==> config.mk <==
export PLATFORM = sky130hd
export DESIGN_NAME = dcm_phase_ctl_flat
export DESIGN_NICKNAME = d
export VERILOG_FILES = /design/src/rtl/dcm_phase_ctl_if.sv /design/src/rtl/dcm_phase_ctl.sv /design/src/flat_wrapper.sv
export SDC_FILE = /design/constraint.sdc
export NUM_CORES = 1
export LEC_CHECK = 0
export ABC_AREA = 1
export BUFFER_PORTS_ARGS = -buffer_cell sky130_fd_sc_hd__buf_4
export CAP_MARGIN = 20
export CORE_UTILIZATION = 65
export CTS_BUF_LIST = sky130_fd_sc_hd__clkbuf_2 sky130_fd_sc_hd__clkbuf_4 sky130_fd_sc_hd__clkbuf_8
export CTS_CLUSTER_SIZE = 16
export DETAILED_ROUTE_END_ITERATION = 7
export PLACE_DENSITY = 0.83
export SLEW_MARGIN = 30
export SYNTH_ARGS = -nofsm -noshare
export SYNTH_HDL_FRONTEND = slang
export SYNTH_SLANG_ARGS = --single-unit
==> constraint.sdc <==
create_clock -name dcm_clk -period 5.65 [get_ports dcm_clk]
set_input_delay 0 -clock dcm_clk [delete_from_list [all_inputs] [get_ports dcm_clk]]
set_output_delay 0 -clock dcm_clk [all_outputs]
set_load 0.05 [all_outputs]
==> src/rtl/dcm_phase_ctl_if.sv <==
`default_nettype none
// ============================================================================
// Module   : dcm_phase_ctl_if
// Brief    : Command and DCM-pin bundle for the dcm333 fine-phase sequencer.
//            The master side drives the commands and reflects the DCM status
//            pins. The slave side is the sequencer itself.
// Revision : 1.0 - initial release
// ============================================================================
interface dcm_phase_ctl_if #(
   parameter int PHASE_W = 9
);
   // DCM status (locked is asynchronous to dcm_clk)
   logic                      locked;
   logic                      dcm_done;
   // Phase requests
   logic                      cmd_set;
   logic                      cmd_inc;
   logic                      cmd_dec;
   logic signed [PHASE_W-1:0] target;
   // DCM phase-shift pins and status back to the requester
   logic                      dcm_en;
   logic                      dcm_incdec;
   logic signed [PHASE_W-1:0] cur_phase;
   logic                      busy;
   logic                      err;

   modport master (
      output locked, dcm_done, cmd_set, cmd_inc, cmd_dec, target,
      input  dcm_en, dcm_incdec, cur_phase, busy, err
   );

   modport slave (
      input  locked, dcm_done, cmd_set, cmd_inc, cmd_dec, target,
      output dcm_en, dcm_incdec, cur_phase, busy, err
   );
endinterface
`default_nettype wire

==> src/rtl/dcm_phase_ctl.sv <==
`default_nettype none
// ============================================================================
// Module   : dcm_phase_ctl
// Brief    : Fine-phase sequencer for the dcm333 SDRAM-clock DCM. Turns
//            absolute-target and single-step requests into one-cycle
//            PSEN/PSINCDEC pulses. After each pulse it waits for the DCM
//            done handshake and tracks the resulting signed phase.
// Revision : 1.0 - initial release
// ============================================================================
module dcm_phase_ctl #(
   parameter int PHASE_W  = 9,
   parameter int PH_LIMIT = 255,
   parameter int TMO_W    = 6
) (
   input  wire logic      dcm_clk,
   input  wire logic      dcm_rst,
   dcm_phase_ctl_if.slave io_ctl
);

   // Clamp arithmetic runs one bit wider so that +/-PH_LIMIT +/- 1 never wraps
   localparam int                        EXT_W     = PHASE_W + 1;
   localparam logic signed [EXT_W-1:0]   c_lim_pos = EXT_W'(PH_LIMIT);
   localparam logic signed [EXT_W-1:0]   c_lim_neg = -c_lim_pos;
   localparam logic signed [EXT_W-1:0]   c_one_ext = EXT_W'(1);
   localparam logic signed [PHASE_W-1:0] c_one     = PHASE_W'(1);
   localparam logic [TMO_W-1:0]          c_tmo_max = {TMO_W{1'b1}};

   typedef enum logic [1:0] {
      S_WAIT_LOCK = 2'd0,
      S_IDLE      = 2'd1,
      S_STEP      = 2'd2,
      S_WAIT_DONE = 2'd3
   } state_t;

   state_t                    r_state, w_state_nx;
   logic                      r_lock_s1, r_lock_s2;
   logic signed [PHASE_W-1:0] r_tgt, w_tgt_nx;
   logic signed [PHASE_W-1:0] r_cur, w_cur_nx, w_cur_step;
   logic                      r_dir, w_dir_nx;
   logic [TMO_W-1:0]          r_tmo, w_tmo_nx;
   logic                      r_err, w_err_nx;

   logic signed [EXT_W-1:0]   w_cur_ext, w_target_ext;
   logic signed [EXT_W-1:0]   w_set_ext, w_inc_ext, w_dec_ext;
   logic                      w_active, w_acc_set, w_acc_step, w_up;

   // Bring the asynchronous DCM lock flag into the dcm_clk domain
   always_ff @(posedge dcm_clk or posedge dcm_rst) begin
      if (dcm_rst) begin
         r_lock_s1 <= 1'b0;
         r_lock_s2 <= 1'b0;
      end else begin
         r_lock_s1 <= io_ctl.locked;
         r_lock_s2 <= r_lock_s1;
      end
   end

   // Candidate targets for each command, clamped to +/-PH_LIMIT
   always_comb begin
      w_cur_ext    = EXT_W'(r_cur);
      w_target_ext = EXT_W'(io_ctl.target);
      w_set_ext    = w_target_ext;
      if (w_target_ext > c_lim_pos) begin
         w_set_ext = c_lim_pos;
      end else if (w_target_ext < c_lim_neg) begin
         w_set_ext = c_lim_neg;
      end
      w_inc_ext = (w_cur_ext >= c_lim_pos) ? c_lim_pos : (w_cur_ext + c_one_ext);
      w_dec_ext = (w_cur_ext <= c_lim_neg) ? c_lim_neg : (w_cur_ext - c_one_ext);
   end

   // Command acceptance and the target the sequencer steers towards
   always_comb begin
      // Lock loss overrides any command arriving in the same cycle
      w_active   = (r_state != S_WAIT_LOCK) && r_lock_s2;
      // Absolute moves retarget at any time; steps only start from IDLE
      w_acc_set  = w_active && io_ctl.cmd_set;
      w_acc_step = w_active && (r_state == S_IDLE) && !io_ctl.cmd_set &&
                   (io_ctl.cmd_inc ^ io_ctl.cmd_dec);
      w_tgt_nx   = r_tgt;
      if (w_acc_set) begin
         w_tgt_nx = PHASE_W'(w_set_ext);
      end else if (w_acc_step) begin
         w_tgt_nx = io_ctl.cmd_inc ? PHASE_W'(w_inc_ext) : PHASE_W'(w_dec_ext);
      end
      w_up       = (r_tgt > r_cur);
      w_cur_step = r_dir ? (r_cur + c_one) : (r_cur - c_one);
   end

   // Next-state and datapath decisions for the step sequencer
   always_comb begin
      w_state_nx = r_state;
      w_cur_nx   = r_cur;
      w_dir_nx   = r_dir;
      w_tmo_nx   = r_tmo;
      w_err_nx   = r_err;
      if (w_acc_set || w_acc_step) begin
         w_err_nx = 1'b0;
      end
      case (r_state)
         S_WAIT_LOCK: begin
            if (r_lock_s2 && io_ctl.dcm_done) begin
               w_state_nx = S_IDLE;
            end
         end
         S_IDLE: begin
            if (!r_lock_s2) begin
               w_state_nx = S_WAIT_LOCK;
               w_err_nx   = 1'b1;
            end else if ((w_acc_set || w_acc_step) && (w_tgt_nx != r_cur)) begin
               w_state_nx = S_STEP;
            end
         end
         S_STEP: begin
            if (!r_lock_s2) begin
               w_state_nx = S_WAIT_LOCK;
               w_err_nx   = 1'b1;
            end else begin
               w_state_nx = S_WAIT_DONE;
               w_dir_nx   = w_up;
               w_tmo_nx   = '0;
            end
         end
         S_WAIT_DONE: begin
            if (!r_lock_s2) begin
               w_state_nx = S_WAIT_LOCK;
               w_err_nx   = 1'b1;
            end else if ((r_tmo != '0) && io_ctl.dcm_done) begin
               // The first cycle is blanked: done is still stale high then
               w_cur_nx   = w_cur_step;
               w_state_nx = (w_cur_step != w_tgt_nx) ? S_STEP : S_IDLE;
            end else if (r_tmo == c_tmo_max) begin
               w_state_nx = S_IDLE;
               w_err_nx   = 1'b1;
            end else begin
               w_tmo_nx = r_tmo + TMO_W'(1);
            end
         end
         default: begin
            w_state_nx = S_WAIT_LOCK;
         end
      endcase
   end

   // State and datapath registers; reset also zeroes the DCM phase itself
   always_ff @(posedge dcm_clk or posedge dcm_rst) begin
      if (dcm_rst) begin
         r_state <= S_WAIT_LOCK;
         r_tgt   <= '0;
         r_cur   <= '0;
         r_dir   <= 1'b0;
         r_tmo   <= '0;
         r_err   <= 1'b0;
      end else begin
         r_state <= w_state_nx;
         r_tgt   <= w_tgt_nx;
         r_cur   <= w_cur_nx;
         r_dir   <= w_dir_nx;
         r_tmo   <= w_tmo_nx;
         r_err   <= w_err_nx;
      end
   end

   // PSEN is suppressed as soon as the synchronized lock drops
   assign io_ctl.dcm_en     = (r_state == S_STEP) && r_lock_s2;
   assign io_ctl.dcm_incdec = (r_state == S_STEP) && r_lock_s2 && w_up;
   assign io_ctl.cur_phase  = r_cur;
   assign io_ctl.busy       = (r_state != S_IDLE);
   assign io_ctl.err        = r_err;

endmodule
`default_nettype wire

==> src/flat_wrapper.sv <==
// flat-port wrapper written by rule: the top's interface ports become plain ports
module dcm_phase_ctl_flat 
#(
   parameter int PHASE_W  = 9,
   parameter int PH_LIMIT = 255,
   parameter int TMO_W    = 6
)
  (dcm_clk, dcm_rst, io_ctl_locked, io_ctl_dcm_done, io_ctl_cmd_set, io_ctl_cmd_inc, io_ctl_cmd_dec, io_ctl_target, io_ctl_dcm_en, io_ctl_dcm_incdec, io_ctl_cur_phase, io_ctl_busy, io_ctl_err);
  dcm_phase_ctl_if #(.PHASE_W(PHASE_W)) io_ctl_i ();
  input  wire logic dcm_clk;
  input  wire logic dcm_rst;
  input wire logic [$bits(io_ctl_i.locked)-1:0] io_ctl_locked;
  input wire logic [$bits(io_ctl_i.dcm_done)-1:0] io_ctl_dcm_done;
  input wire logic [$bits(io_ctl_i.cmd_set)-1:0] io_ctl_cmd_set;
  input wire logic [$bits(io_ctl_i.cmd_inc)-1:0] io_ctl_cmd_inc;
  input wire logic [$bits(io_ctl_i.cmd_dec)-1:0] io_ctl_cmd_dec;
  input wire logic [$bits(io_ctl_i.target)-1:0] io_ctl_target;
  output wire logic [$bits(io_ctl_i.dcm_en)-1:0] io_ctl_dcm_en;
  output wire logic [$bits(io_ctl_i.dcm_incdec)-1:0] io_ctl_dcm_incdec;
  output wire logic [$bits(io_ctl_i.cur_phase)-1:0] io_ctl_cur_phase;
  output wire logic [$bits(io_ctl_i.busy)-1:0] io_ctl_busy;
  output wire logic [$bits(io_ctl_i.err)-1:0] io_ctl_err;
  assign io_ctl_i.locked = io_ctl_locked;
  assign io_ctl_i.dcm_done = io_ctl_dcm_done;
  assign io_ctl_i.cmd_set = io_ctl_cmd_set;
  assign io_ctl_i.cmd_inc = io_ctl_cmd_inc;
  assign io_ctl_i.cmd_dec = io_ctl_cmd_dec;
  assign io_ctl_i.target = io_ctl_target;
  assign io_ctl_dcm_en = io_ctl_i.dcm_en;
  assign io_ctl_dcm_incdec = io_ctl_i.dcm_incdec;
  assign io_ctl_cur_phase = io_ctl_i.cur_phase;
  assign io_ctl_busy = io_ctl_i.busy;
  assign io_ctl_err = io_ctl_i.err;
  dcm_phase_ctl #(.PHASE_W(PHASE_W), .PH_LIMIT(PH_LIMIT), .TMO_W(TMO_W)) u_core (.dcm_clk(dcm_clk), .dcm_rst(dcm_rst), .io_ctl(io_ctl_i));
endmodule
==> results_dict.tcl <==
set metrics [dict create \
    nets 508 \
    vdd_drop_max_mv 0.338 \
    clockRootBuffer "clkbuf_8" \
    rsz0062_at_grt "false" \
    fin_crit_sh 0.540 \
    placementRows 23 \
    grt_antenna_before_repair 0 \
    wl_per_cell_um 15.4 \
    dp.cells 512 \
    criticalPathCategory "register to register" \
    dieArea_um2 4640 \
    die_w_um 68.1 \
    crit_path_end_kind "register" \
    worst_pin_slew_ns 0.750 \
    cts_max_level 2 \
    gp_congestion 0.947 \
    arrival_ns 3.28 \
    ys_ff_latch 30 \
    rrSetupSlack_ns 2.60 \
    drt_pass1_iterations 7 \
    crit_start "u_core.io_ctl.cur_phase[0]" \
    diodes 0 \
    netlist_area_um2 2840 \
    slew_headroom 0.499 \
    r2r_start "u_core.io_ctl.cur_phase[0]" \
    initial_core_util 0.695 \
    insertion_delay_ns 0.29 \
    core_um2 4090 \
    detail-route-antenna-nets 0 \
    powerDensity_nw_per_um2 595 \
    synthTopCellsByArea "dfrtp_1, nand2_1, ha_1" \
    track_usage 0.373 \
    dpl_worst_slack_ns 2.70 \
    period_minus_slack_ns 3.05 \
    cpMostUsedCell "nand2_1" \
    synth.distinct_cells 37 \
    setup_violations 0 \
    cp.required_ns 5.88 \
    worst_r2r_endpoint "u_core.r_state[0]" \
    clockBufferDepth 2 \
    grt_max_degree 31 \
    final_hold_viol_count 0 \
    cts_resized 0 \
    grt_pass1_vias 2672 \
    critical_path.endpoint "u_core.r_state[0]" \
    status "finished, final reports clean" \
    cts_sinks 30 \
    multi_input_area_um2 1790 \
    setup_tns_ns 0 \
    port_buffers 28 \
    synthToLayoutAreaGrowth_pct 12.2 \
    max_freq_mhz 328 \
    viasPerCell 5.75 \
    totalWireLength_um 8020 \
    drc_errors 0 \
    slew_viol_final 0 \
    yosysSeqAreaShare 0.264 \
    vias 2994 \
    critPathBufInv 2 \
    place_hpwl_um 6280 \
    yosys.area.top_type_share 0.264 \
    regArea_um2 751 \
    cts_tree "yes" \
    num_io_pins 29 \
    clk_pin_slew_ns 0.07 \
    startpoint_type "register" \
    die_h_um 68.1 \
    layout_commonest_cell "nand2_1" \
    cp_slowest_cell "dfrtp_1" \
    crit_family "simple AND/OR/NAND/NOR gates" \
    grt_first_pass_wirelength_um 12400 \
    stdcell_count 521 \
    final_layout_size_suffix_gt1_frac 0.144 \
    setup_ws_ns 2.60 \
    skew_ns 0.00719 \
    min_path_type "primary input to register" \
    worstPathCellList "ha_1 > nand2_1 > nor2_4 > nand2_2 > inv_1 > ha_1 > inv_1 > nand3_1 > nand2_1 > nand2_2 > nand2_4 > nand3_1 > nand2_2 > nand2_2 > nand2_1 > nand2_1 > nor2_1 > nand3_1 > o21bai_2 > nand2_1 > nand2_1 > nand2_1 > nand2_1" \
    reg2reg_depth 23 \
    maxCapViolations 0 \
    numCtsBuffers 5 \
    yosys.area.top_type "dfrtp_1" \
    layout_common_cells "nand2_1, inv_1, nor2_1, nand3_1, dfrtp_1" \
    path_depth 23 \
    syn-num-nets 478 \
    grt.overflow.total 0 \
    drt-initial-drc-count 330 \
    cpPeakStageDelay_ns 0.53 \
    synth_warnings 0 \
    p_leak_nw 1.73 \
    n_fill_cell 347 \
    avgSynthCellArea_um2 6.44 \
    syn_inst 441 \
    final_core_util 0.780 \
    critPathMaxFanout 9 \
]
kinds of logic (layout without fill, tap and decap cells):
family                   after synthesis  count (layout)  synth area share
AO/OA/AOI/OAI                         58              58             0.118
buffers and inverters                 79             109             0.107
AND/OR/NAND/NOR                      243             243             0.387
adder cells (fa/ha/maj)               21              21            0.0925
flip-flops                            30              30             0.264
XOR/XNOR                              10              10            0.0308
worst min path at each step:
| stage | from | endpoint | slack, ns | cells past startpoint |
|---|---|---|---|---|
| global placement | dcm_rst | u_core.r_tgt[3] | 0.11 | 3 |
| finish | io_ctl_dcm_done | u_core.r_tmo[0] | 0.15 | 4 |
| CTS | io_ctl_cmd_inc | u_core.r_tgt[0] | 0.14 | 5 |
| global route | io_ctl_target[0] | u_core.r_tgt[0] | 0.18 | 5 |
| floorplan | io_ctl_locked | u_core.r_lock_s1 | 0.03 | 0 |
| detailed placement | io_ctl_locked | u_core.r_lock_s1 | 0.12 | 1 |
synth_stat cells, drive strengths merged:
cell	count
inv	68
o22ai	1
nand3b	2
or2	1
a211oi	1
nand4	6
dfrtp	30
o41ai	1
a311oi	1
o21bai	3
nor2	41
nand2	149
xor2	10
o21ai	29
nand3	36
ha	21
o21a	3
buf	3
a21oi	17
o31ai	1
clkinv	3
nor3b	2
a31oi	1
clkbuf	5
nor3	6
flip-flops by register name (all words and copies together) (netlist names):
name / count
u_core.io_ctl.err: 1
u_core.r_dir: 1
u_core.r_tgt: 9
u_core.r_lock_s1: 1
u_core.r_tmo: 6
u_core.r_lock_s2: 1
u_core.io_ctl.cur_phase: 9
u_core.r_state: 2
layer usage:
metal / track usage / part of all wire / routed length (µm)
met5: 0 / 0 / 0
met4: 0.141 / 0.024 / 194
met3: 0.0417 / 0.068 / 549
met2: 0.624 / 0.49 / 3940
met1: 0.490 / 0.42 / 3340
area by class of cell:
type	instances	share of cell area
Inverter	71	0.0844
Tap cell	50	0.0196
Sequential cell	30	0.236
Clock buffer	5	0.0216
Timing Repair Buffer	31	0.0746
Clock inverter	2	0.00314
Multi-Input combinational cell	332	0.561
power breakdown:
group / leakage, nW / internal, mW / switching [mW]
clock network: 0.0438 / 0.0826 / 0.0873
logic: 1.33 / 0.420 / 0.877
registers: 0.360 / 0.306 / 0.124
total: 1.73 / 0.808 / 1.09
metrics by stage:
| stage | instance area [µm²] | power, mW | hold WS [ns] |
|---|---|---|---|
| finish | 3190 | 1.90 | 0.147 |
| global route | 3190 | 2.04 | 0.179 |
| CTS | 3190 | 1.87 | 0.144 |
| detailed placement | 3090 | 1.69 | 0.115 |
| global placement | 3080 | 1.65 | 0.110 |
| floorplan | 2840 | 1.37 | 0.0314 |
what timing repair did:
action	CTS	global route
hold endpoints to repair	31	0
buffers inserted	0	0
hold buffers	2	0
worst reg2reg max path: cells and delay by family (launching register included):
family | cells | cell delay (ns)
flops | 1 | 0.53
simple gates | 18 | 1.67
fa+ha+maj | 2 | 0.47
buf+inv | 2 | 0.14
compound gates | 1 | 0.15
(Power assumes the default switching activity.)
